`src/rtl/htif_mailbox.sv`:
```
// htif_mailbox: HTIF-style tohost/fromhost mailbox between a core-side request
// port and a host. Offsets: 0 TOHOST, 1 FROMHOST (read-to-clear), 2 STATUS,
// 3 WDOG_LIMIT. The watchdog (counter, limit register, interrupt) is built only
// when the macro MAILBOX_WDOG_EN is defined; otherwise interrupt is tied low.
module htif_mailbox (
  input  logic        clock,
  input  logic        reset,
  input  logic        req_valid,
  output logic        req_ready,
  input  logic        req_write,
  input  logic [1:0]  req_addr,
  input  logic [63:0] req_wdata,
  output logic        resp_valid,
  input  logic        resp_ready,
  output logic [63:0] resp_rdata,
  output logic [63:0] tohost,
  output logic        tohost_valid,
  input  logic        host_ack,
  input  logic        fromhost_valid,
  output logic        fromhost_ready,
  input  logic [63:0] fromhost_data,
  output logic        interrupt
);

  typedef enum logic [1:0] {
    ST_IDLE     = 2'd0,
    ST_WAIT_ACK = 2'd1,
    ST_RESP     = 2'd2
  } state_t;

  localparam logic [1:0]  ADDR_TOHOST   = 2'd0;
  localparam logic [1:0]  ADDR_FROMHOST = 2'd1;
  localparam logic [1:0]  ADDR_STATUS   = 2'd2;
  localparam logic [1:0]  ADDR_LIMIT    = 2'd3;

  state_t      state_r;
  state_t      state_next_s;
  logic [63:0] tohost_r;
  logic        tohost_pending_r;
  logic [63:0] hold_r;
  logic [63:0] fromhost_r;
  logic        fromhost_pending_r;
  logic        resp_valid_r;
  logic [63:0] resp_rdata_r;
  logic [63:0] rd_data_s;
  logic        req_ready_s;
  logic        fromhost_ready_s;
  logic        accept_s;
  logic        tohost_wr_s;
  logic        ack_hit_s;
  logic        tohost_stall_s;
  logic        fh_push_s;
  logic        fh_read_s;
  logic        wdog_expired_s;
  logic [31:0] wdog_limit_s;

  assign accept_s       = req_valid && req_ready_s;
  assign tohost_wr_s    = accept_s && req_write && (req_addr == ADDR_TOHOST);
  // An ack in WAIT_ACK releases the parked write instead of clearing the mailbox.
  assign ack_hit_s      = host_ack && tohost_pending_r && (state_r != ST_WAIT_ACK);
  // A TOHOST write stalls only if the mailbox stays full after this cycle's ack.
  assign tohost_stall_s = tohost_wr_s && tohost_pending_r && !ack_hit_s;
  assign fh_push_s      = fromhost_valid && fromhost_ready_s;
  assign fh_read_s      = accept_s && !req_write && (req_addr == ADDR_FROMHOST);

  // State register: reset forces IDLE from any state, dropping a pending response.
  always_ff @(posedge clock) begin
    if (reset) begin
      state_r <= ST_IDLE;
    end else begin
      state_r <= state_next_s;
    end
  end

  // Next-state logic for the request/response handshake.
  always_comb begin
    state_next_s = state_r;
    case (state_r)
      ST_IDLE: begin
        if (accept_s) begin
          if (tohost_stall_s) begin
            state_next_s = ST_WAIT_ACK;
          end else begin
            state_next_s = ST_RESP;
          end
        end else begin
          state_next_s = ST_IDLE;
        end
      end
      ST_WAIT_ACK: begin
        if (host_ack) begin
          state_next_s = ST_RESP;
        end else begin
          state_next_s = ST_WAIT_ACK;
        end
      end
      ST_RESP: begin
        if (resp_ready) begin
          state_next_s = ST_IDLE;
        end else begin
          state_next_s = ST_RESP;
        end
      end
      default: state_next_s = ST_IDLE;
    endcase
  end

  // Output decode: both ready signals are held low while reset is asserted.
  always_comb begin
    req_ready_s      = 1'b0;
    fromhost_ready_s = 1'b0;
    if (reset) begin
      req_ready_s      = 1'b0;
      fromhost_ready_s = 1'b0;
    end else begin
      req_ready_s      = (state_r == ST_IDLE);
      fromhost_ready_s = !fromhost_pending_r;
    end
  end

  // Read mux from pre-edge register values; writes respond with zero.
  always_comb begin
    rd_data_s = 64'd0;
    if (req_write) begin
      rd_data_s = 64'd0;
    end else begin
      case (req_addr)
        ADDR_TOHOST:   rd_data_s = tohost_r;
        ADDR_FROMHOST: rd_data_s = fromhost_pending_r ? fromhost_r : 64'd0;
        ADDR_STATUS:   rd_data_s = {61'd0, wdog_expired_s, fromhost_pending_r, tohost_pending_r};
        ADDR_LIMIT:    rd_data_s = {32'd0, wdog_limit_s};
        default:       rd_data_s = 64'd0;
      endcase
    end
  end

  // Response register: loaded on acceptance or on WAIT_ACK release, held until taken.
  always_ff @(posedge clock) begin
    if (reset) begin
      resp_valid_r <= 1'b0;
      resp_rdata_r <= 64'd0;
    end else if ((state_r == ST_IDLE) && accept_s && !tohost_stall_s) begin
      resp_valid_r <= 1'b1;
      resp_rdata_r <= rd_data_s;
    end else if ((state_r == ST_WAIT_ACK) && host_ack) begin
      resp_valid_r <= 1'b1;
      resp_rdata_r <= 64'd0;
    end else if ((state_r == ST_RESP) && resp_ready) begin
      resp_valid_r <= 1'b0;
    end
  end

  // TOHOST mailbox: ack is applied before a same-cycle write; stalled writes park in hold_r.
  always_ff @(posedge clock) begin
    if (reset) begin
      tohost_r         <= 64'd0;
      tohost_pending_r <= 1'b0;
      hold_r           <= 64'd0;
    end else if ((state_r == ST_WAIT_ACK) && host_ack) begin
      tohost_r         <= hold_r;
      tohost_pending_r <= 1'b1;
    end else begin
      if (tohost_wr_s && !tohost_stall_s) begin
        tohost_r         <= req_wdata;
        tohost_pending_r <= 1'b1;
      end else if (ack_hit_s) begin
        tohost_r         <= 64'd0;
        tohost_pending_r <= 1'b0;
      end
      if (tohost_stall_s) begin
        hold_r <= req_wdata;
      end
    end
  end

  // FROMHOST mailbox: host push when empty, cleared by a core read.
  always_ff @(posedge clock) begin
    if (reset) begin
      fromhost_r         <= 64'd0;
      fromhost_pending_r <= 1'b0;
    end else if (fh_push_s) begin
      fromhost_r         <= fromhost_data;
      fromhost_pending_r <= 1'b1;
    end else if (fh_read_s) begin
      fromhost_r         <= 64'd0;
      fromhost_pending_r <= 1'b0;
    end
  end

`ifdef MAILBOX_WDOG_EN
  logic [31:0] wdog_cnt_r;
  logic [31:0] wdog_limit_r;
  logic        wdog_expired_r;
  logic        status_w1c_s;
  logic        limit_wr_s;

  assign status_w1c_s = accept_s && req_write && (req_addr == ADDR_STATUS) && req_wdata[2];
  assign limit_wr_s   = accept_s && req_write && (req_addr == ADDR_LIMIT);

  // Watchdog: saturating counter kicked by TOHOST writes; sticky expiry cleared by W1C.
  always_ff @(posedge clock) begin
    if (reset) begin
      wdog_cnt_r     <= 32'd0;
      wdog_limit_r   <= 32'd50000;
      wdog_expired_r <= 1'b0;
    end else begin
      if (limit_wr_s) begin
        wdog_limit_r <= req_wdata[31:0];
      end
      if (status_w1c_s) begin
        wdog_cnt_r     <= 32'd0;
        wdog_expired_r <= 1'b0;
      end else begin
        if (wdog_cnt_r >= wdog_limit_r) begin
          wdog_expired_r <= 1'b1;
        end
        if (tohost_wr_s) begin
          wdog_cnt_r <= 32'd0;
        end else if (wdog_cnt_r != 32'hFFFF_FFFF) begin
          wdog_cnt_r <= wdog_cnt_r + 32'd1;
        end
      end
    end
  end

  assign wdog_expired_s = wdog_expired_r;
  assign wdog_limit_s   = wdog_limit_r;
  assign interrupt      = wdog_expired_r;
`else
  assign wdog_expired_s = 1'b0;
  assign wdog_limit_s   = 32'd0;
  assign interrupt      = 1'b0;
`endif

  assign req_ready      = req_ready_s;
  assign fromhost_ready = fromhost_ready_s;
  assign resp_valid     = resp_valid_r;
  assign resp_rdata     = resp_rdata_r;
  assign tohost         = tohost_r;
  assign tohost_valid   = tohost_pending_r;

endmodule

```
`config.mk`:
```
export PLATFORM = sky130hd
export DESIGN_NAME = htif_mailbox
export DESIGN_NICKNAME = d
export VERILOG_FILES = /design/src/rtl/htif_mailbox.sv
export SDC_FILE = /design/constraint.sdc
export NUM_CORES = 1
export LEC_CHECK = 0
export BUFFER_PORTS_ARGS = -buffer_cell sky130_fd_sc_hd__buf_2
export CORE_MARGIN = 10
export CORE_UTILIZATION = 54
export CTS_BUF_LIST = sky130_fd_sc_hd__clkbuf_2
export DETAILED_ROUTE_END_ITERATION = 8
export GPL_TIMING_DRIVEN = 0
export PLACE_DENSITY_LB_ADDON = 0.3
export SYNTH_ARGS = -nofsm -noshare
export SYNTH_HDL_FRONTEND = slang
export SYNTH_SLANG_ARGS = --single-unit
```
`constraint.sdc`:
```
create_clock -name clock -period 2.5 [get_ports clock]
set_input_delay 0.5 -clock clock [delete_from_list [all_inputs] [get_ports clock]]
set_output_delay 0.5 -clock clock [all_outputs]
set_load 0.01 [all_outputs]
```
==> run metrics <==
vias=10.8k; FF+latch count, synth=261; GRT overflow=0; Tightest Hold Check Type=input port to register; Slew HR=0.448; Final WS setup=82.6 ps; Yosys Warn Count=0; top cells by area, synth=dfxtp_1 (52%), a22oi_1 (9.2%), nor2_1 (7.0%); max incr delay on CP=550 ps; area leader, netlist=dfxtp_1; crit path kind=input port to register; first-pass GRT wire length=55600 um; Wirelength per Cell=18.9 um; Post-DRT Antenna Nets=0; share of cells above drive strength 1=0.257; H-tree depth=3; Tot GR Track Use=0.282; post-synth cell types=41; initial core utilization=0.551; Final GP Congestion=0.850; Max clock buf depth=3; CTS buffer count=67; syn_nets=1305; post-DP HPWL=23200 um; layout net count=1770; row cnt=49; Clock Pin Slew Worst Setup and Hold Paths=100 ps; Top FF cell, synth=dfxtp_1; number of I/O port buffers=266; detailed-route DRC error count=0; Iteration-0 DRC Markers=854; clock sink total=261; Layout area overhead=36.5%; CP Capture Type=register; Pins Over Slew Limit=0; crit-path max FO=10; Crit-path slowest cell=dlygate4sd3_1; final instance area=13600 um^2; Leak=5.72 nW; area share of the largest cell type after synthesis=0.524; DP Area=11600 um^2; Achievable Freq=414 MHz; pre-CTS setup slack=-451 ps; netlist area before placement=9960 um^2; status=finished, final reports clean; core area=18100 um^2; Hold Vio Cnt, Final=0; via count of the first global-routing pass=10.9k; multi-input logic area=3960 um^2; Worst-Skew Late Latency=830 ps; Most Frequent Cell on Critical Path=buf_2; Die Ht=156 um; Sequential Area=5230 um^2; Tcrit/Tclk final=0.967; fillers=1280; Tmin final=2420 ps; via-per-instance ratio=5.65; root buffer cell=clkbuf_2; initial antenna violation count=8; CTS tree=built; count of final setup violators=0; Total Wirelength=36000 um; PwrDens=602 nW/um^2; DRT Pass-1 Iters=7; Post-synth EDFFs=0; die area=24300 um^2; Pwr Total=8.19 mW; peak supply drop=0.460 mV; largest net degree at the start of global routing=11; final core occ=0.752; die width=156 um; Worst setup SP type=input port; Critical Path RT=3170 ps; Worst Tran Pin Value=828 ps; Final Skew=49.5 ps; io pins=270; # Max-Cap Violations=0; syn avg cell area=8.53 um^2; Post-Syn Instances=1168; cell-by-cell trace of the critical path=dlygate4sd3_1 -> buf_2 -> nor3b_4 -> nand2_1 -> a31o_2 -> clkbuf_1 -> buf_2 -> a2111oi_2; CP arrival=3090 ps; register area share after synthesis=0.524; Synth async-reset ratio=0
-- cell type report --
class	count	area share
clock inverter	17	0.0127
multi-input combinational	696	0.291
antenna	7	0.00129
inverter	116	0.0320
timing repair buffer	397	0.194
sequential	261	0.384
tap	229	0.0211
clock buffer	92	0.0339
buffer	94	0.0295
-- synthesized netlist by cell type, types with 2 or more instances --
cell	count
nand3b_1	3
o21ai_0	55
a22oi_1	122
a31o_2	2
nand3_1	17
dfxtp_1	261
a2111oi_2	20
clkbuf_1	59
and2_1	2
o2111ai_1	2
nor2_1	186
buf_2	24
o2111a_1	2
o21ai_1	11
a32o_1	10
a21oi_1	70
buf_1	10
nand2_1	134
a31oi_1	3
inv_1	116
a2111oi_0	39
-- report_power, final --
part / total, mW / switching (mW) / internal, mW
combinational: 0.762 / 0.409 / 0.354
clock: 3.12 / 1.72 / 1.39
sequential: 4.31 / 0.0635 / 4.24
total: 8.19 / 2.20 / 5.99
-- timing repair --
action	CTS	global route
resized for setup	5	17
hold endpoints to repair	190	0
endpoints found under the setup margin	110	90
pin swaps	1	0
buffers inserted	1	0
hold buffers	130	0
-- flip-flops by register name, indices dropped and copies added, names as in the netlist --
name and flops:
resp_rdata 64, fromhost_r 64, state_r 2, resp_valid 1
hold_r 64, tohost_valid 1, tohost 64, fromhost_pending_r 1
-- critical path: cells and delay by family --
family / cells / cell delay (ps)
compound gates: 2 / 700
simple gates: 2 / 480
buf+inv: 4 / 1380
-- cell usage in the layout, fill, tap and decap left out, types with 3 or more instances in the layout --
| cell | synthesis | routed |
|---|---|---|
| a2111oi_2 | 20 | 20 |
| clkinv_1 | 0 | 9 |
| a32o_1 | 10 | 10 |
| diode_2 | 0 | 7 |
| a2111oi_0 | 39 | 34 |
| inv_1 | 116 | 116 |
| bufinv_16 | 0 | 4 |
| a2111oi_1 | 0 | 5 |
| o21ai_0 | 55 | 55 |
| buf_1 | 10 | 9 |
| a22oi_1 | 122 | 122 |
| dfxtp_1 | 261 | 261 |
| clkbuf_1 | 59 | 53 |
| dlygate4sd3_1 | 0 | 130 |
| a21oi_1 | 70 | 70 |
| clkinv_2 | 0 | 3 |
| nor2_1 | 186 | 186 |
| nand2_1 | 134 | 134 |
| buf_2 | 24 | 290 |
| o21ai_1 | 11 | 10 |
| clkbuf_2 | 0 | 98 |
| a31oi_1 | 3 | 3 |
| nand3_1 | 17 | 16 |
| nand3b_1 | 3 | 3 |
-- path summary, 6_finish.rpt --
kind / startpoint / endpoint / slack [ps] / cells past startpoint
min: req_addr[0] / tohost_valid / 100 / 4
min reg2reg: hold_r[46] / hold_r[46] / 460 / 2
max: req_write / tohost[45] / 80 / 8
max reg2reg: state_r[0] / resp_rdata[4] / 110 / 6
-- cell families (layout without fill, tap and decap cells) --
group | after synthesis | after routing | share of synthesized area
other | 1 | 8 | 0.000376
AO/OA/AOI/OAI | 342 | 342 | 0.248
buffers and inverters | 211 | 716 | 0.0836
flip-flops | 261 | 261 | 0.524
multiplexers | 1 | 1 | 0.00100
AND/OR/NAND/NOR | 352 | 352 | 0.143
-- through the flow --
step           instances  hold WS [ps]  setup TNS, ps
3_5_place_dp        1663           443         -40550
2_1_floorplan       1168           437              0
4_1_cts             1902          42.1              0
3_3_place_gp        1663           440         -33900
6_report            1909           101              0
5_1_grt             1909           122          -5.30
-- per-layer routing --
metal / part of all wire / wire, um / global-route usage / vias to the layer above
met5: 0.00036 / 13 / 0 / -
met4: 0.053 / 1920 / 0.174 / 2
met3: 0.084 / 3040 / 0.0750 / 148
met2: 0.48 / 17300 / 0.465 / 607
met1: 0.38 / 13800 / 0.321 / 5062
li1: - / - / - / 4972
Power figures use the tool's default switching activity.
